--- src/rtl/initial_pop_router_if.sv ---
// initial_pop_router_if: main-FIFO read side and VC-FIFO push side of the pop router
interface initial_pop_router_if #(
  parameter int DATA_WIDTH = 6,
  parameter int NUM_VC = 2,
  parameter int CNT_W = 8
);
  logic empty_main_fifo;
  logic [DATA_WIDTH-1:0] data_main_fifo;
  logic [NUM_VC-1:0] pause_vc;
  logic pop_main_fifo;
  logic valid_pop_out;
  logic [NUM_VC-1:0] push_vc;
  logic [DATA_WIDTH-1:0] data_out;
  logic err_route;
  logic [CNT_W-1:0] pop_count;
  modport master (
    input empty_main_fifo, data_main_fifo, pause_vc,
    output pop_main_fifo, valid_pop_out, push_vc, data_out, err_route, pop_count
  );
  modport slave (
    output empty_main_fifo, data_main_fifo, pause_vc,
    input pop_main_fifo, valid_pop_out, push_vc, data_out, err_route, pop_count
  );
endinterface

--- src/rtl/initial_pop_router.sv ---
// initial_pop_router: pops the main FIFO and demuxes each word to a VC FIFO through a one-entry skid
module initial_pop_router #(
  parameter int DATA_WIDTH = 6,
  parameter int NUM_VC = 2,
  parameter int SEL_W = 1,
  parameter int CNT_W = 8
) (
  input logic clk,
  input logic reset,
  initial_pop_router_if.master bus
);
  localparam int SN = 1 << SEL_W;
  typedef enum logic [1:0] {IDLE, FLIGHT, HOLD} state_t;
  state_t state;
  logic [DATA_WIDTH-1:0] skid;
  logic [SEL_W-1:0] sel, skid_sel;
  logic [SN-1:0] pause_ext;
  logic arrive, skid_full, sel_ok, dest_paused, skid_paused, pop;
  always_comb begin
    sel = bus.data_main_fifo[DATA_WIDTH-1 -: SEL_W];
    pause_ext = SN'(bus.pause_vc);
    arrive = state == FLIGHT;
    skid_full = state == HOLD;
    sel_ok = int'(sel) < NUM_VC;
    dest_paused = arrive & sel_ok & pause_ext[sel];
    skid_paused = pause_ext[skid_sel];
    pop = !reset & !bus.empty_main_fifo & !(|bus.pause_vc) & !skid_full & !dest_paused;
  end
  assign bus.pop_main_fifo = pop;
  // a drain and an arrival never share a cycle because pops stall while the skid is occupied
  always_ff @(posedge clk) begin
    if (reset) begin
      state <= IDLE;
      skid <= '0;
      skid_sel <= '0;
      bus.valid_pop_out <= 1'b0;
      bus.push_vc <= '0;
      bus.data_out <= '0;
      bus.err_route <= 1'b0;
      bus.pop_count <= '0;
    end else begin
      state <= pop ? FLIGHT : (dest_paused | (skid_full & skid_paused)) ? HOLD : IDLE;
      bus.valid_pop_out <= pop;
      bus.err_route <= arrive & !sel_ok;
      bus.pop_count <= bus.pop_count + CNT_W'(pop);
      bus.push_vc <= '0;
      if (dest_paused) begin
        skid <= bus.data_main_fifo;
        skid_sel <= sel;
      end
      if (arrive & sel_ok & !dest_paused) begin
        bus.push_vc <= NUM_VC'(1) << sel;
        bus.data_out <= bus.data_main_fifo;
      end
      if (skid_full & !skid_paused) begin
        bus.push_vc <= NUM_VC'(1) << skid_sel;
        bus.data_out <= skid;
      end
    end
  end
endmodule
--- src/flat_wrapper.sv ---
// flat-port wrapper written by rule: the top's interface ports become plain ports
module initial_pop_router_flat 
#(
  parameter int DATA_WIDTH = 6,
  parameter int NUM_VC = 2,
  parameter int SEL_W = 1,
  parameter int CNT_W = 8
)
  (clk, reset, bus_empty_main_fifo, bus_data_main_fifo, bus_pause_vc, bus_pop_main_fifo, bus_valid_pop_out, bus_push_vc, bus_data_out, bus_err_route, bus_pop_count);
  initial_pop_router_if #(.DATA_WIDTH(DATA_WIDTH), .NUM_VC(NUM_VC), .CNT_W(CNT_W)) bus_i ();
  input logic clk;
  input logic reset;
  input wire logic [$bits(bus_i.empty_main_fifo)-1:0] bus_empty_main_fifo;
  input wire logic [$bits(bus_i.data_main_fifo)-1:0] bus_data_main_fifo;
  input wire logic [$bits(bus_i.pause_vc)-1:0] bus_pause_vc;
  output wire logic [$bits(bus_i.pop_main_fifo)-1:0] bus_pop_main_fifo;
  output wire logic [$bits(bus_i.valid_pop_out)-1:0] bus_valid_pop_out;
  output wire logic [$bits(bus_i.push_vc)-1:0] bus_push_vc;
  output wire logic [$bits(bus_i.data_out)-1:0] bus_data_out;
  output wire logic [$bits(bus_i.err_route)-1:0] bus_err_route;
  output wire logic [$bits(bus_i.pop_count)-1:0] bus_pop_count;
  assign bus_i.empty_main_fifo = bus_empty_main_fifo;
  assign bus_i.data_main_fifo = bus_data_main_fifo;
  assign bus_i.pause_vc = bus_pause_vc;
  assign bus_pop_main_fifo = bus_i.pop_main_fifo;
  assign bus_valid_pop_out = bus_i.valid_pop_out;
  assign bus_push_vc = bus_i.push_vc;
  assign bus_data_out = bus_i.data_out;
  assign bus_err_route = bus_i.err_route;
  assign bus_pop_count = bus_i.pop_count;
  initial_pop_router #(.DATA_WIDTH(DATA_WIDTH), .NUM_VC(NUM_VC), .SEL_W(SEL_W), .CNT_W(CNT_W)) u_core (.clk(clk), .reset(reset), .bus(bus_i));
endmodule
--- config.mk ---
export PLATFORM = sky130hd
export DESIGN_NAME = initial_pop_router_flat
export DESIGN_NICKNAME = d
export VERILOG_FILES = /design/src/rtl/initial_pop_router_if.sv /design/src/rtl/initial_pop_router.sv /design/src/flat_wrapper.sv
export SDC_FILE = /design/constraint.sdc
export NUM_CORES = 1
export LEC_CHECK = 0
export CAP_MARGIN = 20
export CORE_UTILIZATION = 41
export DETAILED_ROUTE_END_ITERATION = 6
export GPL_ROUTABILITY_DRIVEN = 0
export PLACE_DENSITY = 0.73
export RECOVER_POWER = 100
export SLEW_MARGIN = 15
export SYNTH_ARGS = -nofsm -noshare
export SYNTH_HDL_FRONTEND = slang
export SYNTH_SLANG_ARGS = --single-unit
--- constraint.sdc ---
create_clock -name clk -period 2.3 [get_ports clk]
set_input_delay 0.46 -clock clk [delete_from_list [all_inputs] [get_ports clk]]
set_output_delay 0.46 -clock clk [all_outputs]
set_load 0.1 [all_outputs]
---- Word level (Yosys, flattened, before mapping) ----
Index checks and enable logic that the tools add are counted.
word-level totals
  output and inout bits ................... 19
  bits in registers ....................... 26
  bits of input ports ..................... 11
operators by class
  multiplexer cells ....................... 10
  bitwise operators ....................... 9
  shift operators ......................... 2
  add/sub/neg operators ................... 1
  equal/unequal tests ..................... 2
  $lt $le $gt $ge ......................... 2
  reduce and logical (&&, ||, !) cells .... 9
operators with widths
  operator                                                                      count
  6-bit two-way mux                                                             2
  8-bit by 1-bit adder with 8-bit output                                        1
  1-bit bitwise AND                                                             8
  1-bit logical NOT                                                             6
  2-bit two-way mux                                                             3
  1-bit two-way mux                                                             5
  1-bit by 2-bit less-than comparator with 1-bit output, second input constant  2
  2-bit OR reduction                                                            2
  1-bit by 1-bit << shifter with 2-bit output, first input constant             2
  2-bit by 1-bit equality test with 1-bit output, second input constant         1
  2-bit equality test, second input constant                                    1
  2-bit nonzero test                                                            1
  1-bit OR                                                                      1

---- Longest topological paths before layout ----
  depth in word-level cells ............... 7
  gate-level depth with buffers ........... 8
  gate-level depth less buffers ........... 7

---- Worst setup path before layout ----
Ideal clock, no wire load.
  path kind ............................... register -> register
  start ................................... reg, netlist name u_core.bus.valid_pop_out
  end ..................................... reg u_core.bus.pop_count[6]
  setup time .............................. 70 ps
  path slack .............................. -1548 ps
  cell stages (with the launch flop) ...... 9
  data required time ...................... 2230 ps
  arrival time ............................ 3778 ps
  buffers on the path ..................... 1
  cell sequence ........................... dfxtp_1 > nor2b_1 > buf_2 > nor2_1 > ha_1 > ha_1 > nand3_1 > or3_1 > a21oi_1
RTL lines
  what                  line                         RTL
  to (signal assigned)  initial_pop_router.sv:45     bus.pop_count <= bus.pop_count + CNT_W'(pop);
  to (decl)             initial_pop_router_if.sv:18  output pop_main_fifo, valid_pop_out, push_vc, data_out, err_route, pop_count

---- Final worst setup path ----
  start ................................... in bus_pause_vc[1]
  end ..................................... out bus_pop_main_fifo
on the way
  word-level cells in the longest chain between the ends .. 5
  elaborated cells on any way between the ends .. 9
RTL lines
  what                                                            line                                                RTL
  from (decl)                                                     flat_wrapper.sv:15                                  input wire logic [$bits(bus_i.pause_vc)-1:0] bus_pause_vc;
  2-bit OR reduction / 1-bit two-way mux (equally long branches)  initial_pop_router.sv:27, initial_pop_router.sv:25
  1-bit logical NOT / 1-bit two-way mux (equally long branches)   initial_pop_router.sv:27, initial_pop_router.sv:25
  1-bit bitwise AND (on tied branches)                            initial_pop_router.sv:27, initial_pop_router.sv:25
  1-bit bitwise AND / 1-bit logical NOT (equally long branches)   initial_pop_router.sv:27                            pop = !reset & !bus.empty_main_fifo & !(|bus.pause_vc) & !skid_full & !dest_paused;
  1-bit bitwise AND *                                             initial_pop_router.sv:27
  to (decl)                                                       flat_wrapper.sv:16                                  output wire logic [$bits(bus_i.pop_main_fifo)-1:0] bus_pop_main_fifo;
Mark *: on every way between the ends. The rest lies on a longest branch, timed or not. The select of a mux whose other input is x is not followed.

==> results_dict.tcl <==
set metrics [dict create \
    slowest_stage "or4_4" \
    stdcell_count 181 \
    start_util_pct 43.3 \
    clockBufferDepth 2 \
    cts_buffers 3 \
    grt_max_degree 25 \
    p_leak_nw 0.525 \
    yosys.area_share.xor_xnor_pct 2.47 \
    startpoint_type "input port" \
    synth-simple-area-share_pct 19.3 \
    layout-drive-gt1-share_pct 23.8 \
    synthToLayoutAreaGrowth_pct 32.1 \
    worstPathCellList "clkdlybuf4s50_1 -> or4_4 -> nor2_4 -> buf_6 -> buf_12" \
    cap_viol_max_count 0 \
    fin_skew_ns 0.00570 \
    synth_area_leader_cell "dfxtp_1" \
    p_int_uw 550 \
    clk_pin_slew_ns 0.13 \
    fin_util_pct 57.2 \
    netlist_area_um2 1060 \
    hold_viol 0 \
    period_minus_slack_ns 2.17 \
    crit_buf_inv 3 \
    synth_ff_type "dfxtp_1" \
    drc 0 \
    synth_area_leaders "dfxtp_1, nand3_1, a21oi_1, o221ai_1, o21ai_0" \
    tightestPinTransition_ns 0.547 \
    die_area_um2 2800 \
    hp-start "bus_empty_main_fifo" \
    pin_count 30 \
    finalNetCount 165 \
    grt-ovfl-total 0 \
    end_kind "output pin" \
    grt_pass1_wl_mm 4.03 \
    cp.arrival_ns 1.71 \
    fp.dieH_um 52.9 \
    min_period_over_period_pct 94.5 \
    rows 18 \
    drv_slew 0 \
    max_slew_margin_pct 63.7 \
    hp-class "in2reg" \
    power_switching_uw 198 \
    avgSynthCellArea_um2 9.01 \
    antenna_found_initial 0 \
    vdd_drop_max_mv 0.679 \
    dp_cells 176 \
    synth_mux_area_share_pct 4.35 \
    fmax_mhz 460 \
    root_buffer "clkbuf_4" \
    synth_compound_area_share_pct 20.4 \
    routedWlPerCell_um 13.8 \
    cts.sinks 24 \
    viasPerCell 5.70 \
    clock_latency_ns 0.31 \
    ys_seq_area_share_pct 45.2 \
    r2r-start "u_core.state[1]$_SDFF_PP0_" \
    cp_top_family "buffers and inverters" \
    p_per_area_nw_per_um2 533 \
    grt_pass1_vias 899 \
    io_buffers 28 \
    ys_async_sr_fraction_pct 0 \
    crit_start "bus_pause_vc[1]" \
    grt_usage_pct 19.8 \
    antenna_cells 0 \
    synth_top_area_share_pct 45.2 \
    synth-edff-count 0 \
    synth_fp_nets 131 \
    p_seq_share_pct 56.6 \
    setup.worst_path.class "in2out" \
    crit_required_ns 1.84 \
    setup_viol 0 \
    h-tree-depth 1 \
    ant_nets 0 \
    dr.first_iter.drc_count 15 \
    rsz0062_at_grt "false" \
    outcome "completed" \
    drt_pass1_iterations 4 \
    synth-seq-cells 24 \
    cts_tree "built" \
    pwr-share-comb_pct 13.8 \
    synth.distinct_cells 31 \
    synth_cells 118 \
    core_area_um2 2450 \
    via_count 1032 \
    place_hpwl_mm 1.75 \
    synthAdderAreaFrac_pct 2.35 \
    switching_share_pct 26.5 \
    die_w_um 52.9 \
    routed_wirelength_mm 2.49 \
    synth_top_family_by_area "compound AO/OA/AOI/OAI gates" \
    clockPowerShare_pct 29.5 \
    critPathMaxStageDelay_ns 0.44 \
    path_max_fanout 2 \
    synth_warnings 0 \
]
-- worst paths after layout --
path	endpoint	slack, ns	depth (start not counted)
setup / recovery	bus_pop_main_fifo	0.13	5
hold / removal	u_core.bus.valid_pop_out$_SDFF_PP0_	0.43	3
setup reg to reg	u_core.bus.pop_count[4]$_SDFF_PP0_	0.65	9
hold reg to reg	u_core.skid[0]$_SDFFE_PP0P_	0.49	2
-- layout by cell type (no fill, tap or decap), types with 3 or more instances in the layout --
cell type,n
a31oi_1,5
clkdlybuf4s50_1,6
nand2_1,3
nor2_1,5
clkbuf_4,4
buf_4,5
clkbuf_2,17
nand3_1,17
o221ai_1,5
clkbuf_1,3
nand2b_1,3
o21ai_0,8
a21oi_1,9
dlymetal6s2s_1,3
dfxtp_1,23
nor2b_1,4
-- Yosys cell counts (all sizes together), types with 2 or more instances --
| cell | count |
|---|---|
| dfxtp | 24 |
| nand3 | 19 |
| a21oi | 9 |
| o21ai | 8 |
| buf | 6 |
| nor2 | 6 |
| a31oi | 5 |
| o221ai | 5 |
| nor2b | 4 |
| clkbuf | 3 |
| nand2 | 3 |
| nand2b | 3 |
| a22oi | 2 |
| ha | 2 |
| mux2 | 2 |
| mux2i | 2 |
| or3 | 2 |
| or4 | 2 |
| xor2 | 2 |
-- stage by stage --
stage / hold WS, ns / cell area (um2) / setup slack [ns] / power, mW / TNS [ns]
after CTS: 0.486 / 1450 / 0.00540 / 0.765 / 0
after global routing: 0.413 / 1410 / 0.0479 / 0.781 / 0
after floorplan: 0.454 / 1110 / -0.242 / 0.504 / -0.638
final: 0.425 / 1410 / 0.126 / 0.748 / 0
after detailed placement: 0.467 / 1410 / -0.200 / 0.541 / -0.683
after global placement: 0.461 / 1410 / -0.154 / 0.539 / -0.499
-- worst min-delay path, delay by kind of cell --
kind / cells / cell delay, ns
and+or+nand+nor: 2 / 0.18
buffers and inverters: 1 / 0.09
-- kinds of logic after synthesis --
group | after synthesis
AO/OA/AOI/OAI | 34
XOR/XNOR | 3
adder cells (fa/ha/maj) | 2
buffers and inverters | 10
flip-flops | 24
multiplexers | 4
other | 1
AND/OR/NAND/NOR | 40
-- power groups by stage --
stage | Sequential [mW] | Clock, mW | Combinational [mW]
after detailed placement | 0.433 | 0 | 0.108
after CTS | 0.424 | 0.232 | 0.109
final | 0.424 | 0.221 | 0.103
after global placement | 0.433 | 0 | 0.106
after global routing | 0.425 | 0.246 | 0.110
after floorplan | 0.454 | 0 | 0.0506
-- registers in the layout (all words and copies together), names as in the netlist --
name                      flops
u_core.bus.data_out           6
u_core.bus.pop_count          8
u_core.bus.push_vc            2
u_core.bus.valid_pop_out      1
u_core.skid                   5
u_core.skid_sel               1
u_core.state                  1
-- per-layer routing --
layer  up-vias  global-route usage (%)  wire [um]
met1       489                    24.0       1100
met2        36                    35.0       1250
met5         -                       0          0
met3         2                    6.03        132
li1        505                       -          -
met4         0                    2.63         10
-- cell type report --
class / count / area, um2
clock buffers: 4 / 36.3
fillers: 239 / 1050
multi-input cells: 84 / 566
repair buffers: 38 / 280
inverters: 1 / 3.75
flip-flops and latches: 24 / 482
well taps: 30 / 37.5
-- timing repair --
action                                  in CTS  in global routing
setup buffers                                1                  0
hold buffers                                 0                  0
resized for setup                            0                  4
pin swaps                                    1                  2
endpoints found under the setup margin       1                  1
(Power assumes the default switching activity.)
